[config.mk]
export PLATFORM = sky130hd
export DESIGN_NAME = cps2_pattern_gen_flat
export DESIGN_NICKNAME = d
export VERILOG_FILES = /design/src/rtl/cps2_video_pkg.sv /design/src/rtl/cps2_pattern_gen_if.sv /design/src/rtl/cps2_timing_counter.sv /design/src/rtl/cps2_pattern_gen.sv /design/src/flat_wrapper.sv
export SDC_FILE = /design/constraint.sdc
export NUM_CORES = 1
export LEC_CHECK = 0
export CELL_PAD_IN_SITES_DETAIL_PLACEMENT = 0
export CELL_PAD_IN_SITES_GLOBAL_PLACEMENT = 1
export CORE_ASPECT_RATIO = 1.4
export CORE_MARGIN = 3
export CORE_UTILIZATION = 49
export CTS_CLUSTER_DIAMETER = 40
export CTS_CLUSTER_SIZE = 40
export DETAILED_ROUTE_END_ITERATION = 6
export PLACE_DENSITY_LB_ADDON = 0.1
export SYNTH_ARGS = -nofsm -noshare
export SYNTH_HDL_FRONTEND = slang
export SYNTH_SLANG_ARGS = --single-unit
[constraint.sdc]
create_clock -name PCLK_in -period 3.8 [get_ports PCLK_in]
set_input_delay 0.57 -clock PCLK_in [delete_from_list [all_inputs] [get_ports PCLK_in]]
set_output_delay 0.57 -clock PCLK_in [all_outputs]
set_load 0.005 [all_outputs]
[src/rtl/cps2_video_pkg.sv]
// CPS2 native video constants shared by the pattern generator and the scan
// converter: raster timing defaults, test-pattern selector and colour levels.
package cps2_video_pkg;

  // CPS2 raster timing, pixel clocks / lines
  localparam int CPS2_H_TOTAL     = 512;
  localparam int CPS2_H_SYNCLEN   = 31;
  localparam int CPS2_H_BACKPORCH = 66;
  localparam int CPS2_H_ACTIVE    = 384;
  localparam int CPS2_V_TOTAL     = 262;
  localparam int CPS2_V_SYNCLEN   = 3;
  localparam int CPS2_V_BACKPORCH = 16;
  localparam int CPS2_V_ACTIVE    = 224;

  typedef enum logic [1:0] {
    PAT_BARS  = 2'd0,
    PAT_GRID  = 2'd1,
    PAT_GRAD  = 2'd2,
    PAT_CHECK = 2'd3
  } pattern_e;

  localparam logic [3:0] COL_ON  = 4'hF;
  localparam logic [3:0] COL_OFF = 4'h0;

  // Expand a single on/off colour bit to a full 4-bit channel level.
  function automatic logic [3:0] rep4(input logic b);
    return b ? COL_ON : COL_OFF;
  endfunction

endpackage

[src/rtl/cps2_pattern_gen_if.sv]
// Raw CPS2 video bus: 4-bit RGBF plus active-low syncs and a DE qualifier.
// The pattern generator drives it (master); the scan converter samples it.
interface cps2_pattern_gen_if;
  logic [3:0] R_out;
  logic [3:0] G_out;
  logic [3:0] B_out;
  logic [3:0] F_out;
  logic       HSYNC_out;
  logic       VSYNC_out;
  logic       DE_out;

  modport master (
    output R_out, G_out, B_out, F_out,
    output HSYNC_out, VSYNC_out, DE_out
  );

  modport slave (
    input R_out, G_out, B_out, F_out,
    input HSYNC_out, VSYNC_out, DE_out
  );
endinterface

[src/rtl/cps2_timing_counter.sv]
// CPS2 raster counter: horizontal/vertical position, sync levels, active
// window, active-window pixel coordinates and a frame-start strobe.
// All outputs are combinational views of the current counter state; the
// parent registers them so every video output carries the same latency.
module cps2_timing_counter
  import cps2_video_pkg::*;
#(
  parameter int H_TOTAL     = CPS2_H_TOTAL,
  parameter int H_SYNCLEN   = CPS2_H_SYNCLEN,
  parameter int H_BACKPORCH = CPS2_H_BACKPORCH,
  parameter int H_ACTIVE    = CPS2_H_ACTIVE,
  parameter int V_TOTAL     = CPS2_V_TOTAL,
  parameter int V_SYNCLEN   = CPS2_V_SYNCLEN,
  parameter int V_BACKPORCH = CPS2_V_BACKPORCH,
  parameter int V_ACTIVE    = CPS2_V_ACTIVE
) (
  input  logic       PCLK_in,
  input  logic       reset,
  output logic       o_hsync_n,
  output logic       o_vsync_n,
  output logic       o_active,
  output logic       o_frame_start,
  output logic       o_first_px,
  output logic [8:0] o_x,
  output logic [7:0] o_y
);

  localparam logic [10:0] HT_LAST  = 11'(H_TOTAL - 1);
  localparam logic [10:0] HS_LEN   = 11'(H_SYNCLEN);
  localparam logic [10:0] HA_START = 11'(H_SYNCLEN + H_BACKPORCH);
  localparam logic [10:0] HA_END   = 11'(H_SYNCLEN + H_BACKPORCH + H_ACTIVE);
  localparam logic [9:0]  VT_LAST  = 10'(V_TOTAL - 1);
  localparam logic [9:0]  VS_LEN   = 10'(V_SYNCLEN);
  localparam logic [9:0]  VA_START = 10'(V_SYNCLEN + V_BACKPORCH);
  localparam logic [9:0]  VA_END   = 10'(V_SYNCLEN + V_BACKPORCH + V_ACTIVE);

  logic [10:0] r_hcnt;
  logic [9:0]  r_vcnt;
  logic        w_h_act;
  logic        w_v_act;

  // Pixel counter wraps every line; line counter steps on each pixel wrap.
  always_ff @(posedge PCLK_in or posedge reset) begin
    if (reset) begin
      r_hcnt <= '0;
      r_vcnt <= '0;
    end else if (r_hcnt == HT_LAST) begin
      r_hcnt <= '0;
      r_vcnt <= (r_vcnt == VT_LAST) ? '0 : r_vcnt + 10'd1;
    end else begin
      r_hcnt <= r_hcnt + 11'd1;
    end
  end

  // Decode sync, active window and coordinates from the current position.
  // vcnt only changes on the hcnt=0 cycle, so VSYNC edges land on HSYNC
  // falling edges without extra alignment logic.
  always_comb begin
    w_h_act       = (r_hcnt >= HA_START) && (r_hcnt < HA_END);
    w_v_act       = (r_vcnt >= VA_START) && (r_vcnt < VA_END);
    o_hsync_n     = !(r_hcnt < HS_LEN);
    o_vsync_n     = !(r_vcnt < VS_LEN);
    o_active      = w_h_act && w_v_act;
    o_frame_start = (r_hcnt == 11'd0) && (r_vcnt == 10'd0);
    o_first_px    = (r_hcnt == HA_START);
    o_x           = 9'(r_hcnt - HA_START);
    o_y           = 8'(r_vcnt - VA_START);
  end

endmodule

[src/rtl/cps2_pattern_gen.sv]
// Board-less CPS2 video source. Produces CPS2-timed frames with one of four
// test patterns, in the raw RGBF/sync format the scan converter consumes.
// Every output is registered from the same counter state, so syncs, DE and
// pixel data stay mutually aligned.
module cps2_pattern_gen
  import cps2_video_pkg::*;
#(
  parameter int H_TOTAL     = CPS2_H_TOTAL,
  parameter int H_SYNCLEN   = CPS2_H_SYNCLEN,
  parameter int H_BACKPORCH = CPS2_H_BACKPORCH,
  parameter int H_ACTIVE    = CPS2_H_ACTIVE,
  parameter int V_TOTAL     = CPS2_V_TOTAL,
  parameter int V_SYNCLEN   = CPS2_V_SYNCLEN,
  parameter int V_BACKPORCH = CPS2_V_BACKPORCH,
  parameter int V_ACTIVE    = CPS2_V_ACTIVE
) (
  input  logic                PCLK_in,
  input  logic                reset,
  input  logic                enable,
  input  logic [1:0]          pattern_sel,
  cps2_pattern_gen_if.master  vid
);

  // Bar width in pixels minus one; eight equal bars across the active line.
  localparam logic [8:0] BAR_LAST = 9'(H_ACTIVE / 8 - 1);
  localparam logic [8:0] X_LAST   = 9'(H_ACTIVE - 1);
  localparam logic [7:0] Y_LAST   = 8'(V_ACTIVE - 1);

  logic       w_hsync_n;
  logic       w_vsync_n;
  logic       w_active;
  logic       w_frame_start;
  logic       w_first_px;
  logic [8:0] w_x;
  logic [7:0] w_y;

  pattern_e   r_pat;
  logic [7:0] r_frame_cnt;
  logic [2:0] r_bar_idx;
  logic [8:0] r_bar_sub;
  logic [2:0] w_bar_idx;
  logic [8:0] w_bar_sub;
  logic [8:0] w_chk_sum;
  logic       w_grid_hit;
  logic [3:0] w_r;
  logic [3:0] w_g;
  logic [3:0] w_b;
  logic [3:0] w_f;

  cps2_timing_counter #(
    .H_TOTAL     (H_TOTAL),
    .H_SYNCLEN   (H_SYNCLEN),
    .H_BACKPORCH (H_BACKPORCH),
    .H_ACTIVE    (H_ACTIVE),
    .V_TOTAL     (V_TOTAL),
    .V_SYNCLEN   (V_SYNCLEN),
    .V_BACKPORCH (V_BACKPORCH),
    .V_ACTIVE    (V_ACTIVE)
  ) u_timing (
    .PCLK_in       (PCLK_in),
    .reset         (reset),
    .o_hsync_n     (w_hsync_n),
    .o_vsync_n     (w_vsync_n),
    .o_active      (w_active),
    .o_frame_start (w_frame_start),
    .o_first_px    (w_first_px),
    .o_x           (w_x),
    .o_y           (w_y)
  );

  // Latch the pattern and step the frame counter only at frame start, so a
  // mid-frame pattern_sel change never tears the picture.
  always_ff @(posedge PCLK_in or posedge reset) begin
    if (reset) begin
      r_pat       <= PAT_BARS;
      r_frame_cnt <= '0;
    end else if (w_frame_start) begin
      r_pat       <= pattern_e'(pattern_sel);
      r_frame_cnt <= r_frame_cnt + 8'd1;
    end
  end

  // Bar state seen by the current pixel: forced to bar 0 at the first active
  // pixel so each line restarts cleanly whatever the previous line left.
  always_comb begin
    w_bar_idx = r_bar_idx;
    w_bar_sub = r_bar_sub;
    if (w_first_px) begin
      w_bar_idx = '0;
      w_bar_sub = '0;
    end
  end

  // Bar sub-counter: counts pixels within a bar and steps the bar index,
  // replacing an x / bar-width divide.
  always_ff @(posedge PCLK_in or posedge reset) begin
    if (reset) begin
      r_bar_idx <= '0;
      r_bar_sub <= '0;
    end else if (w_active) begin
      if (w_bar_sub == BAR_LAST) begin
        r_bar_sub <= '0;
        r_bar_idx <= w_bar_idx + 3'd1;
      end else begin
        r_bar_sub <= w_bar_sub + 9'd1;
        r_bar_idx <= w_bar_idx;
      end
    end
  end

  // Pixel colour for the current position; black outside the active window
  // or while disabled. The checker sum is 9 bits and wraps deliberately.
  always_comb begin
    w_r        = COL_OFF;
    w_g        = COL_OFF;
    w_b        = COL_OFF;
    w_f        = COL_OFF;
    w_chk_sum  = w_x + {1'b0, r_frame_cnt};
    w_grid_hit = (w_x[3:0] == 4'd0) || (w_y[3:0] == 4'd0) ||
                 (w_x == X_LAST) || (w_y == Y_LAST);
    if (w_active && enable) begin
      w_f = COL_ON;
      case (r_pat)
        PAT_BARS: begin
          w_r = rep4(~w_bar_idx[1]);
          w_g = rep4(~w_bar_idx[2]);
          w_b = rep4(~w_bar_idx[0]);
        end
        PAT_GRID: begin
          w_r = rep4(w_grid_hit);
          w_g = rep4(w_grid_hit);
          w_b = rep4(w_grid_hit);
        end
        PAT_GRAD: begin
          w_r = w_x[7:4];
          w_g = w_y[7:4];
          w_b = r_frame_cnt[7:4];
        end
        PAT_CHECK: begin
          w_r = rep4(w_chk_sum[4] ^ w_y[4]);
          w_g = rep4(w_chk_sum[4] ^ w_y[4]);
          w_b = rep4(w_chk_sum[4] ^ w_y[4]);
        end
        default: begin
          w_r = COL_OFF;
        end
      endcase
    end
  end

  // Output registers: everything reflects the counter state before the edge.
  always_ff @(posedge PCLK_in or posedge reset) begin
    if (reset) begin
      vid.HSYNC_out <= 1'b1;
      vid.VSYNC_out <= 1'b1;
      vid.DE_out    <= 1'b0;
      vid.R_out     <= COL_OFF;
      vid.G_out     <= COL_OFF;
      vid.B_out     <= COL_OFF;
      vid.F_out     <= COL_OFF;
    end else begin
      vid.HSYNC_out <= w_hsync_n;
      vid.VSYNC_out <= w_vsync_n;
      vid.DE_out    <= w_active;
      vid.R_out     <= w_r;
      vid.G_out     <= w_g;
      vid.B_out     <= w_b;
      vid.F_out     <= w_f;
    end
  end

endmodule

[src/flat_wrapper.sv]
// flat-port wrapper written by rule: the top's interface ports become plain ports
module cps2_pattern_gen_flat import cps2_video_pkg::*;
#(
  parameter int H_TOTAL     = CPS2_H_TOTAL,
  parameter int H_SYNCLEN   = CPS2_H_SYNCLEN,
  parameter int H_BACKPORCH = CPS2_H_BACKPORCH,
  parameter int H_ACTIVE    = CPS2_H_ACTIVE,
  parameter int V_TOTAL     = CPS2_V_TOTAL,
  parameter int V_SYNCLEN   = CPS2_V_SYNCLEN,
  parameter int V_BACKPORCH = CPS2_V_BACKPORCH,
  parameter int V_ACTIVE    = CPS2_V_ACTIVE
)
  (PCLK_in, reset, enable, pattern_sel, vid_R_out, vid_G_out, vid_B_out, vid_F_out, vid_HSYNC_out, vid_VSYNC_out, vid_DE_out);
  cps2_pattern_gen_if vid_i ();
  input  logic PCLK_in;
  input  logic reset;
  input  logic enable;
  input  logic [1:0] pattern_sel;
  output wire logic [$bits(vid_i.R_out)-1:0] vid_R_out;
  output wire logic [$bits(vid_i.G_out)-1:0] vid_G_out;
  output wire logic [$bits(vid_i.B_out)-1:0] vid_B_out;
  output wire logic [$bits(vid_i.F_out)-1:0] vid_F_out;
  output wire logic [$bits(vid_i.HSYNC_out)-1:0] vid_HSYNC_out;
  output wire logic [$bits(vid_i.VSYNC_out)-1:0] vid_VSYNC_out;
  output wire logic [$bits(vid_i.DE_out)-1:0] vid_DE_out;
  assign vid_R_out = vid_i.R_out;
  assign vid_G_out = vid_i.G_out;
  assign vid_B_out = vid_i.B_out;
  assign vid_F_out = vid_i.F_out;
  assign vid_HSYNC_out = vid_i.HSYNC_out;
  assign vid_VSYNC_out = vid_i.VSYNC_out;
  assign vid_DE_out = vid_i.DE_out;
  cps2_pattern_gen #(.H_TOTAL(H_TOTAL), .H_SYNCLEN(H_SYNCLEN), .H_BACKPORCH(H_BACKPORCH), .H_ACTIVE(H_ACTIVE), .V_TOTAL(V_TOTAL), .V_SYNCLEN(V_SYNCLEN), .V_BACKPORCH(V_BACKPORCH), .V_ACTIVE(V_ACTIVE)) u_core (.PCLK_in(PCLK_in), .reset(reset), .enable(enable), .pattern_sel(pattern_sel), .vid(vid_i));
endmodule
==> reports/results.tsv <==
stage	metric	value	unit
critical_path	Worst path top cell family by delay	simple AND/OR/NAND/NOR gates	
floorplan	row cnt	36	
logic_synthesis	count leader, synth	dfrtp_1	
global_route	vias in the first global route	2720	
pwr	Pwr Total	0.00127	W
critical_path	crit-path max FO	14	
logic_synthesis	most used flip-flop cell after synthesis	dfrtp_1	
status	outcome	finished clean	
placement	HPWL Detailed	5.58	mm
flow_run	max cap viols	0	
sta	RSZ-0062 raised after global routing	false	
logic_synthesis	Synth Cell Area	0.00360	mm^2
sta	Slew headroom	53.2	%
sta	Final Hold Viols	0	
global_route	first-pass GRT wire length	13.4	mm
placement	gpl congestion	0.771	
critical_path	WS Path Type	reg -> reg	
detailed_routing	routed wire length	7.65	mm
clock_network	# resized after CTS	0	
finish	fin nets	410	
clock_network	clock transition at the registers of the reported paths	70	ps
global_route	largest net degree at the start of global routing	37	
critical_path	CP dominant cell by count	ha_1	
logic_synthesis	cell taking the most area after synthesis	dfrtp_1	
logic_synthesis	Synth top area share	39.7	%
sta	Period Utilization, post-route	71.5	%
critical_path	CP max stage delay	460	ps
logic_synthesis	yosys warns	0	
logic_synthesis	sequential fraction of the synthesis area	41.1	%
critical_path	CP Data Required Time	4030	ps
floorplan	Die W	78.4	um
logic_synthesis	Syn Area/Cell	9.56	um^2
logic_synthesis	#FFs+latches synth	59	
logic_synthesis	cells after synthesis	376	
critical_path	critical path launch point type	register	
detailed_routing	drt drc	0	
detailed_routing	ANT nets after route	0	
logic_synthesis	Synth top cells by count	dfrtp_1 (57), nand2_1 (36), o21ai_0 (29)	
clock_network	Skew-Pair Late Insertion Delay	340	ps
clock_network	CTS tree	yes	
placement	number of buffers added on ports	23	
global_route	total gr overflow	0	
critical_path	number of buffers and inverters on the critical path	2	
clock_network	hold-fix buffers at CTS	0	
clock_network	Bufs on Longest Clock Path	2	
global_route	initial antenna violation count	0	
detailed_routing	Avg Vias per Cell	5.58	
critical_path	element type at the critical path end	register	
detailed_routing	WL/cell	15.6	um
pwr	maximum vdd drop	206	uV
logic_synthesis	Post-synth EDFFs	0	
clock_network	Num CTS Buffers	9	
logic_synthesis	ys async rst share	100	%
critical_path	worst endpoint data arrival time	2950	ps
sta	Period minus WS final	2720	ps
sta	Slew Viols, Final	0	
detailed_routing	Pre-antenna DRT Iters	4	
worst_hold_path	hold crit path type	reg -> reg	
floorplan	Initial Util	51.2	%
logic_synthesis	syn nets	396	
detailed_routing	Initial DRC Count	90	
sta	setup TNS	0	ps
detailed_routing	vias post-DR	2731	
sta	Clock Skews	8.16	ps
finish	multi-input logic area	0.00196	mm^2
global_route	gr usage total	20.4	%
sta	setup violators final	0	
floorplan	CORE AREA	0.00703	mm^2
floorplan	Chip Height	107	um
pwr	pwr dens	312	mW/mm^2
finish	Layout fillers	655	
logic_synthesis	Synth area leaders	dfrtp_1 (40%), ha_1 (5.2%), xnor2_1 (4.4%), xor2_1 (4.1%), o21ai_0 (4.0%)	
clock_network	CTS root buf	clkbuf_8	
logic_synthesis	Distinct cells, synth	60	
floorplan	Die ar.	0.00842	mm^2
clock_network	htree depth	3	
finish	Area Overhead vs Synth	12.7	%
finish	ANT cells	0	
floorplan	# IOs	24	
critical_path	Crit-path slowest cell	dfrtp_1	
pwr	Leak	1.76	nW
finish	proportion of layout cells with a drive suffix above 1	13.5	%
clock_network	total setup buffers inserted after CTS	0	
clock_network	CTS sink count	59	
finish	Seq. cell area	0.00148	mm^2
critical_path	CP cell instances	inv_1, ha_1, nand4_1, buf_4, and2_1, ha_1, nand3_1, or3_4, a211oi_4, o21ai_2, mux2_4	
sta	Worst-Margin Slew	702	ps
sta	Fmax	368	MHz
-- per-stage QoR --
stage | setup WS (ps) | util, % | area, um^2 | hold slack, ps | cells
after floorplan | 1170 | - | 3600 | 437 | 376
after global placement | 1160 | 54.6 | 3840 | 464 | 474
after detailed placement | 1100 | 54.6 | 3840 | 472 | 474
after CTS | 1080 | 57.7 | 4050 | 482 | 489
after global routing | 819 | 57.7 | 4050 | 489 | 489
final | 1080 | 57.7 | 4050 | 483 | 489
-- cells in the final DEF (no fill, tap or decap), drive strengths merged, types with 9 or more instances in the layout --
cell type	netlist	layout
inv	9	9
ha	15	15
clkdlybuf4s50	0	23
nor3	25	25
clkbuf	8	14
nand4	11	11
a21oi	14	14
o21ai	32	32
nand3	19	19
xnor2	18	18
nand2	37	37
dfrtp	57	57
xor2	17	17
nor2	25	25
-- cell families (layout without fill, tap and decap cells) --
| kind of cell | count (synthesis) | count (layout) | synth area share (%) |
|---|---|---|---|
| AOI/OAI and AO/OA | 70 | 70 | 12.4 |
| xor gates and xnor gates | 35 | 35 | 8.52 |
| DFF | 59 | 59 | 41.1 |
| adders and majority gates | 15 | 15 | 5.22 |
| buffers and inverters | 32 | 50 | 4.49 |
| and+or+nand+nor | 160 | 160 | 26.6 |
| muxes | 5 | 5 | 1.64 |
-- power breakdown --
part / switching (W) / internal (W) / leakage (nW)
registers: 0.00000159 / 0.000629 / 0.793
clock network: 0.000239 / 0.000371 / 0.109
logic: 0.0000170 / 0.00000676 / 0.856
-- cell type report --
type	count	area share [%]
multi-input combinational	285	48.3
sequential	59	36.5
timing repair buffer	26	6.24
clock buffer	14	4.51
tap	95	2.93
inverter	9	0.834
clock inverter	1	0.741
-- state kept, by name (all words and copies together), names as in the netlist --
signal,cells
u_core.r_bar_idx,3
u_core.r_bar_sub,9
u_core.r_frame_cnt,8
u_core.r_pat,2
u_core.u_timing.r_hcnt,11
u_core.u_timing.r_vcnt,10
u_core.vid.B_out,4
u_core.vid.DE_out,1
u_core.vid.F_out,1
u_core.vid.G_out,4
u_core.vid.HSYNC_out,1
u_core.vid.R_out,4
u_core.vid.VSYNC_out,1
-- path summary, 6_finish.rpt --
| check | slack (ps) | endpoint | startpoint | depth (start not counted) |
|---|---|---|---|---|
| worst max-delay path | 1080 | u_core.r_bar_idx[0]$_DFFE_PP0P_ | u_core.u_timing.r_hcnt[1]$_DFF_PP0_ | 11 |
| worst min-delay path | 480 | u_core.r_frame_cnt[7]$_DFFE_PP0P_ | u_core.r_frame_cnt[7]$_DFFE_PP0P_ | 1 |
| worst max register to register | 1080 | u_core.r_bar_idx[0]$_DFFE_PP0P_ | u_core.u_timing.r_hcnt[1]$_DFF_PP0_ | 11 |
| worst min register to register | 480 | u_core.r_frame_cnt[7]$_DFFE_PP0P_ | u_core.r_frame_cnt[7]$_DFFE_PP0P_ | 1 |
| max in group asynchronous | 2320 | u_core.vid.VSYNC_out$_DFF_PP1_ | reset | 3 |
| min in group asynchronous | 590 | u_core.r_frame_cnt[7]$_DFFE_PP0P_ | reset | 2 |
-- routing by layer --
metal	up-vias	track usage, %	share of wire (%)
met2	53	32.5	49
met3	18	4.44	2.8
met4	0	9.00	2.4
met1	1303	26.6	46
met5	-	0	0
li1	1357	-	-
-- worst register-to-register path, cell delays in order (launching register included) --
cell and delay [ps]:
dfrtp_1 460, inv_1 130, ha_1 230, nand4_1 90, buf_4 190, and2_1 150
ha_1 220, nand3_1 140, or3_4 390, a211oi_4 270, o21ai_2 90, mux2_4 250
No activity file was read; power rests on OpenSTA's default activity.
